$ cat src/rtl/reset_seq_ctrl.sv
// rtl/reset_seq_ctrl.sv - handshaked reset sequencer: fixed pulse, synchronized ready wait, ack/timeout
`timescale 1ns/1ps
module reset_seq_ctrl #(
  parameter int PULSE_LEN   = 16,
  parameter int SYNC_STAGES = 2,
  parameter int TIMEOUT     = 255
) (
  input  logic clk,
  input  logic reset_loop_i_b,
  input  logic req_i,
  input  logic ready_i,
  output logic rst_o,
  output logic busy_o,
  output logic ack_o,
  output logic timeout_o
);

  localparam int CNT_MAX = (PULSE_LEN > TIMEOUT) ? PULSE_LEN : TIMEOUT;
  localparam int CW      = $clog2(CNT_MAX + 1);
  localparam logic [CW-1:0] PULSE_LAST   = CW'(PULSE_LEN - 1);
  localparam logic [CW-1:0] TIMEOUT_LAST = CW'(TIMEOUT - 1);

  typedef enum logic [1:0] {
    IDLE     = 2'd0,
    ASSERT   = 2'd1,
    WAIT_RDY = 2'd2,
    ACK      = 2'd3
  } state_t;

  state_t                 state_q, state_d;
  logic [CW-1:0]          count_q, count_d;
  logic                   rst_d, busy_d, ack_d, timeout_d;
  logic [SYNC_STAGES-1:0] sync_q;
  logic                   ready_s;

  // Flushed throughout ASSERT so a ready left over from a previous sequence cannot end WAIT_RDY early.
  always_ff @(posedge clk or posedge reset_loop_i_b) begin
    if (reset_loop_i_b) begin
      sync_q <= '0;
    end else if (state_q == ASSERT) begin
      sync_q <= '0;
    end else begin
      sync_q <= {sync_q[SYNC_STAGES-2:0], ready_i};
    end
  end

  assign ready_s = sync_q[SYNC_STAGES-1];

  always_ff @(posedge clk or posedge reset_loop_i_b) begin
    if (reset_loop_i_b) begin
      state_q   <= ASSERT;
      count_q   <= '0;
      rst_o     <= 1'b1;
      busy_o    <= 1'b1;
      ack_o     <= 1'b0;
      timeout_o <= 1'b0;
    end else begin
      state_q   <= state_d;
      count_q   <= count_d;
      rst_o     <= rst_d;
      busy_o    <= busy_d;
      ack_o     <= ack_d;
      timeout_o <= timeout_d;
    end
  end

  always_comb begin
    state_d   = state_q;
    count_d   = count_q;
    rst_d     = rst_o;
    busy_d    = busy_o;
    ack_d     = 1'b0;
    timeout_d = timeout_o;
    case (state_q)
      IDLE: begin
        rst_d  = 1'b0;
        busy_d = 1'b0;
        if (req_i) begin
          state_d   = ASSERT;
          rst_d     = 1'b1;
          busy_d    = 1'b1;
          count_d   = '0;
          timeout_d = 1'b0;
        end
      end
      ASSERT: begin
        rst_d  = 1'b1;
        busy_d = 1'b1;
        if (count_q == PULSE_LAST) begin
          state_d = WAIT_RDY;
          rst_d   = 1'b0;
          count_d = '0;
        end else begin
          count_d = count_q + CW'(1);
        end
      end
      WAIT_RDY: begin
        rst_d  = 1'b0;
        busy_d = 1'b1;
        // Ready takes priority when it coincides with the last allowed cycle.
        if (ready_s) begin
          state_d = ACK;
          ack_d   = 1'b1;
        end else if (count_q == TIMEOUT_LAST) begin
          state_d   = ACK;
          ack_d     = 1'b1;
          timeout_d = 1'b1;
        end else begin
          count_d = count_q + CW'(1);
        end
      end
      ACK: begin
        state_d = IDLE;
        busy_d  = 1'b0;
        rst_d   = 1'b0;
        count_d = '0;
      end
      default: begin
        state_d = IDLE;
      end
    endcase
  end

endmodule

$ cat config.mk
export PLATFORM = sky130hd
export DESIGN_NAME = reset_seq_ctrl
export DESIGN_NICKNAME = d
export VERILOG_FILES = /design/src/rtl/reset_seq_ctrl.sv
export SDC_FILE = /design/constraint.sdc
export NUM_CORES = 1
export LEC_CHECK = 0
export ABC_AREA = 1
export CAP_MARGIN = 20
export CORE_ASPECT_RATIO = 1.1
export CORE_UTILIZATION = 35
export DETAILED_ROUTE_END_ITERATION = 16
export GPL_TIMING_DRIVEN = 0
export MAX_ROUTING_LAYER = met4
export SYNTH_ARGS = -nofsm -noshare
export SYNTH_HDL_FRONTEND = slang
export SYNTH_SLANG_ARGS = --single-unit
export TNS_END_PERCENT = 30
$ cat constraint.sdc
create_clock -name clk -period 2.3 [get_ports clk]
set_input_delay 0.46 -clock clk [delete_from_list [all_inputs] [get_ports clk]]
set_output_delay 0.46 -clock clk [all_outputs]
set_load 0.01 [all_outputs]
==> impl_metrics.yaml, run 1 <==
logic_synthesis:
  synth.distinct_cells: 22
  synth_area_leader_cell: "dfrtp_1"
  ys_seq_area_share_pct: 37.7
  avgSynthCellArea_um2: 7.60
  synth.most_common_cell: "nand2_1"
  syn_inst: 141
  synth_area_leaders: "dfrtp_1, nand2_1, nand3_1"
  synth_top_area_share_pct: 30.4
  yosys-top-cells-count: "nand2_1, nand3_1, inv_1"
  syn_nets: 151
  synthArstFlopShare_pct: 100
  ys_ff_latch: 16
  yosysWarnings: 0
  synth_edf_count: 0
  synthesis.area_um2: 1070
  ys.flop_type: "dfrtp_1"
floorplanning:
  dieWidth_um: 54.7
  core_um2: 2830
  die_area_um2: 3290
  fp.dieH_um: 60.0
  ios: 8
  initial_utilization_pct: 37.9
  rows: 20
global_route:
  grt_pass1_wl_um: 3590
  grt_usage_pct: 15.9
  antenna_found_initial: 0
  gr-total-overflow: 0
  grt_pass1_vias: 814
  grt_max_degree: 17
power_and_ir_drop:
  cellPowerDensity_nw_per_um2: 976
  power.leakage_uw: 0.000594
  vdd_drop_max_uv: 479
drt:
  first_iter_violations: 23
  route.detailed.drc: 0
  postRouteWirelength_um: 2110
  dr.pass1.iters: 4
  postRouteAntennaNets: 0
  vias: 896
  via_per_inst: 4.84
  wl_per_cell_um: 11.4
sta:
  min_period_ps: 1790
  drv_slew: 0
  finalClockSkew_ps: 4.73
  rsz0062_at_grt: "no"
  tightest_slew_ps: 636
  min_period_over_period_pct: 78.0
  worst_slew_margin_rel_pct: 57.5
  setup_tns_ps: 0
  max_freq_mhz: 557
  whs_ps: 483
  report.final.hold_viol_count: 0
  finalSetupViolCount: 0
worst_hold_path:
  hp-class: "flop to flop"
cells_and_area:
  instances_no_fill: 185
  area_growth_pct: 13.8
  drive_above_1_share_pct: 14.5
  antennaDiodeCount: 0
  layout.nets: 163
clocking:
  clock-root-buffer: "clkbuf_4"
  cts_tree: "yes"
  clock_latency_ps: 290
  cts_hold_buf: 0
  post_cts_buffers: 0
  ctsHtreeMaxLevel: 1
  cts_buffers: 3
  cts_resized: 0
  clk_pin_slew_ps: 100
  clock-sinks: 16
  clockBufferDepth: 2
run_status:
  status: "finished, final reports clean"
setup_path:
  critPathMaxFanout: 1
  cp_top_family: "flip-flops"
  startpoint_type: "flop"
  crit_type: "flop to output pin"
  endpoint_kind: "output pin"
  required_ps: 1840
  worstPathArrival_ps: 1330
  slowest_delay_ps: 520
  critPathSlowestCell: "dfstp_2"
  cp_cell_sequence: "clkdlybuf4s50_1"
  worstPathBufferInverterCount: 1
placed_design:
  io_buffer_count: 7
  gp_congestion: 0.803
  dp_cells: 181
  place_hpwl_um: 1570
flow_run:
  cap_violations: 0
registers in the layout, indices dropped and copies added, names as in the netlist:
name	flops
count_q	8
timeout_o	1
ack_o	1
busy_o	1
sync_q	2
rst_o	1
state_q	2
path summary, 6_finish.rpt:
kind | cells past startpoint | slack (ps) | startpoint | endpoint
min | 2 | 480 | sync_q[0] | sync_q[1]
max reg2reg | 9 | 550 | state_q[0] | count_q[6]
max | 1 | 510 | rst_o | rst_o
min in group asynchronous | 2 | 540 | reset_loop_i_b | timeout_o
max in group asynchronous | 2 | 1350 | reset_loop_i_b | count_q[0]
min reg2reg | 2 | 480 | sync_q[0] | sync_q[1]
logic make-up (layout without fill, tap and decap cells):
kind of cell,after synthesis,in the layout,share of synthesized area [%]
compound gates,12,12,7.13
simple gates,86,86,39.4
fa+ha+maj,6,6,7.01
flops,16,16,37.7
buf+inv,21,32,8.76
power by group:
| part | total (µW) | internal, µW | switching [µW] |
|---|---|---|---|
| sequential | 404 | 365 | 38.4 |
| combinational | 592 | 200 | 392 |
| clock | 194 | 96.5 | 97.8 |
| total | 1190 | 662 | 528 |
cells in the final DEF, fill, tap and decap left out:
master           netlist  final
buf_2                  2      2
nor2_1                 9      9
or2_2                  1      1
o21ai_2                2      2
nor2_2                 1      1
o21ai_0                5      5
o21ai_1                2      2
clkbuf_8               0      1
nand3_2                2      2
nand2_1               44     44
nor2_8                 2      2
dfstp_2                3      3
o21bai_1               2      2
nand2_4                1      1
nor2_4                 1      1
clkdlybuf4s50_1        0      7
dfrtp_1               13     13
ha_1                   6      6
clkbuf_4               0      3
nand2_2                2      2
clkinv_8               1      1
o2111ai_1              1      1
inv_1                 17     17
nand3_1               23     23
clkbuf_1               1      1
area by class of cell:
cell class,instances,area (µm²)
fill,289,1610
timing repair buffer,7,70.1
clock buffer,4,36.3
buffer,3,13.8
multi-input combinational,104,573
sequential,16,404
tap,33,41.3
inverter,18,80.1
stage by stage:
step	utilization [%]	total power, µW	area [µm²]	setup slack, ps
2_1_floorplan	-	836	1070	728
3_3_place_gp	41.8	992	1180	572
3_5_place_dp	41.8	1010	1180	565
4_1_cts	43.1	1210	1220	488
5_1_grt	43.1	1290	1220	431
6_report	43.1	1190	1220	506
metal layers:
| metal | wire length (µm) | GRT usage [%] | part of all wire [%] |
|---|---|---|---|
| met1 | 1010 | 19.4 | 48 |
| met2 | 1030 | 25.0 | 49 |
| met3 | 43 | 2.29 | 2.0 |
| met4 | 26 | 7.69 | 1.2 |
| met5 | 0 | - | 0 |
(Power assumes the default switching activity.)
==> inputs of run 2 (changes only) <==
clock period = 1.5 ns   (was 2.3 ns; I/O delays follow)
==> run 2 against run 1 <==
Via count rose by 8.3%; cell area up 7.6%; the run now ends with negative setup slack left; global-route usage grew 3.6 points; sequential share of layout area decreased by 2.2 points; die area unchanged; non-clock buffer count grew 3; worst setup slack got worse by 570 ps; cell count grew 2.2%.
==> impl_metrics.yaml, run 2 (synthesis gave the netlist of run 1 again) <==
power_and_ir_drop:
  vdd_drop_max_uv: 987
  power.leakage_uw: 0.000656
  clkPwrFrac_pct: 15.3
  combPwrFrac_pct: 53.5
  cellPowerDensity_nw_per_um2: 1560
  swShare_pct: 45.1
  cellInternalPower_uw: 1120
  p_switching_uw: 923
  power_frac_seq_pct: 31.2
sta:
  report.final.hold_viol_count: 0
  setup_tns_ps: -422
  whs_ps: 359
  worst_slew_margin_rel_pct: 58.6
  drv_slew: 0
  setup_ws_ps: -68.5
  rsz0062_at_grt: "yes"
  min_period_ps: 1570
  max_freq_mhz: 638
  min_period_over_period_pct: 105
  finalSetupViolCount: 9
  tightest_slew_ps: 621
  finalClockSkew_ps: 6.66
drt:
  dr.pass1.iters: 4
  postRouteAntennaNets: 0
  wl_per_cell_um: 12.8
  first_iter_violations: 15
  route.detailed.drc: 0
  postRouteWirelength_um: 2420
  vias: 970
  via_per_inst: 5.13
placed_design:
  io_buffer_count: 7
  place_hpwl_um: 1640
  gp_congestion: 0.848
setup_path:
  required_ps: 1710
  reg2reg_from: "state_q[0]"
  endpoint_kind: "flop"
  worstRegToRegCells: 9
  reg2reg_slack_ps: -70
  critPathMaxFanout: 8
  crit_type: "flop to flop"
  critPathLaunch: "state_q[0]"
  worstReg2RegEnd: "count_q[6]"
  startpoint_type: "flop"
  worstPathArrival_ps: 1780
clocking:
  clockBufferDepth: 2
  cts_buffers: 3
  clock-sinks: 16
  clk_pin_slew_ps: 110
  cts_hold_buf: 0
  cts_tree: "yes"
  clock-root-buffer: "clkbuf_4"
  ctsHtreeMaxLevel: 1
  clock_latency_ps: 300
global_route:
  grt_max_degree: 17
  grt_pass1_wl_um: 4360
  grt_usage_pct: 19.4
  gr-total-overflow: 0
  grt_pass1_vias: 983
  antenna_found_initial: 0
run_status:
  status: "complete, but fails checks"
  violations: "negative setup slack"
floorplanning:
  rows: 20
  fp.dieH_um: 60.0
  initial_utilization_pct: 37.9
  core_um2: 2830
  die_area_um2: 3290
  ios: 8
  dieWidth_um: 54.7
worst_hold_path:
  hp-class: "input port to asynchronous set/reset pin"
cells_and_area:
  drive_above_1_share_pct: 26.3
  layout.nets: 167
  final_cell_mix: "nand2_1, nand3_1, inv_1"
  fillers: 288
  reg_top3: "count_q: 8 flops, state_q: 2 flops, sync_q: 2 flops"
  top_register: "count_q"
  area_growth_pct: 22.4
  antennaDiodeCount: 0
  final_common_cell: "nand2_1"
  largest_reg_flops: 8
flow_run:
  cap_violations: 0
run 2: changes by cell type in the layout (fill, tap and decap cells not counted), sizes merged:
cell and delta:
buf +4, clkbuf -1, clkdlybuf4s50 -4, clkinv +1, dlygate4sd2 +3, dlymetal6s2s +1
run 2: worst max path at each step:
stage | to | cells after the start
2_1_floorplan | count_q[2] | 9
3_3_place_gp | count_q[2] | 5
3_5_place_dp | count_q[2] | 5
4_1_cts | count_q[6] | 9
5_1_grt | count_q[4] | 9
6_report | count_q[6] | 9
run 2: power groups by stage:
stage          clock network [µW]  logic, µW  registers [µW]
2_1_floorplan                   0        672             641
3_3_place_gp                    0        929             632
3_5_place_dp                    0        943             639
4_1_cts                       314       1060             640
5_1_grt                       323       1210             651
6_report                      313       1090             638
run 2: worst max-delay path, stage by stage, from the launching register on:
cell	delay [ps]
dfstp_2	570
inv_2	60
ha_4	160
buf_6	120
nand2_4	50
nand2_4	60
nor2_8	210
clkinv_4	120
nand2_2	70
o21ai_2	50
run 2: metrics by stage:
| step | total power, µW | instance area, µm² | util (%) | cells | setup slack (ps) |
|---|---|---|---|---|---|
| 2_1_floorplan | 1310 | 1080 | - | 141 | 4.87 |
| 3_3_place_gp | 1560 | 1200 | 42.3 | 181 | -153 |
| 3_5_place_dp | 1580 | 1200 | 42.3 | 181 | -163 |
| 4_1_cts | 2010 | 1280 | 45.4 | 188 | -79.0 |
| 5_1_grt | 2180 | 1310 | 46.4 | 189 | -150 |
| 6_report | 2040 | 1310 | 46.4 | 189 | -68.5 |
run 2: final cells by class:
class	count	area (µm²)	area share, %
plain buffers	2	18.8	1.43
clock buffers	4	36.3	2.77
inverters	18	82.6	6.30
multi-input cells	104	619	47.2
flip-flops and latches	16	405	30.9
well taps	33	41.3	3.15
repair buffers	11	98.8	7.54
repair inverters	1	8.76	0.668
run 2: what timing repair did:
action | 4_1_cts | 5_1_grt
buffers inserted | 3 | 1
gates resized for setup | 11 | 7
pin swaps | 3 | 1
gates cloned | 1 | 0
setup endpoints to repair | 14 | 12
run 2: metal layers:
metal	vias up	track usage (%)	part of all wire, %
met1	471	23.3	45
met4	0	8.79	1.7
met3	5	3.05	2.3
met5	-	-	0
met2	15	31.3	51
li1	479	-	-
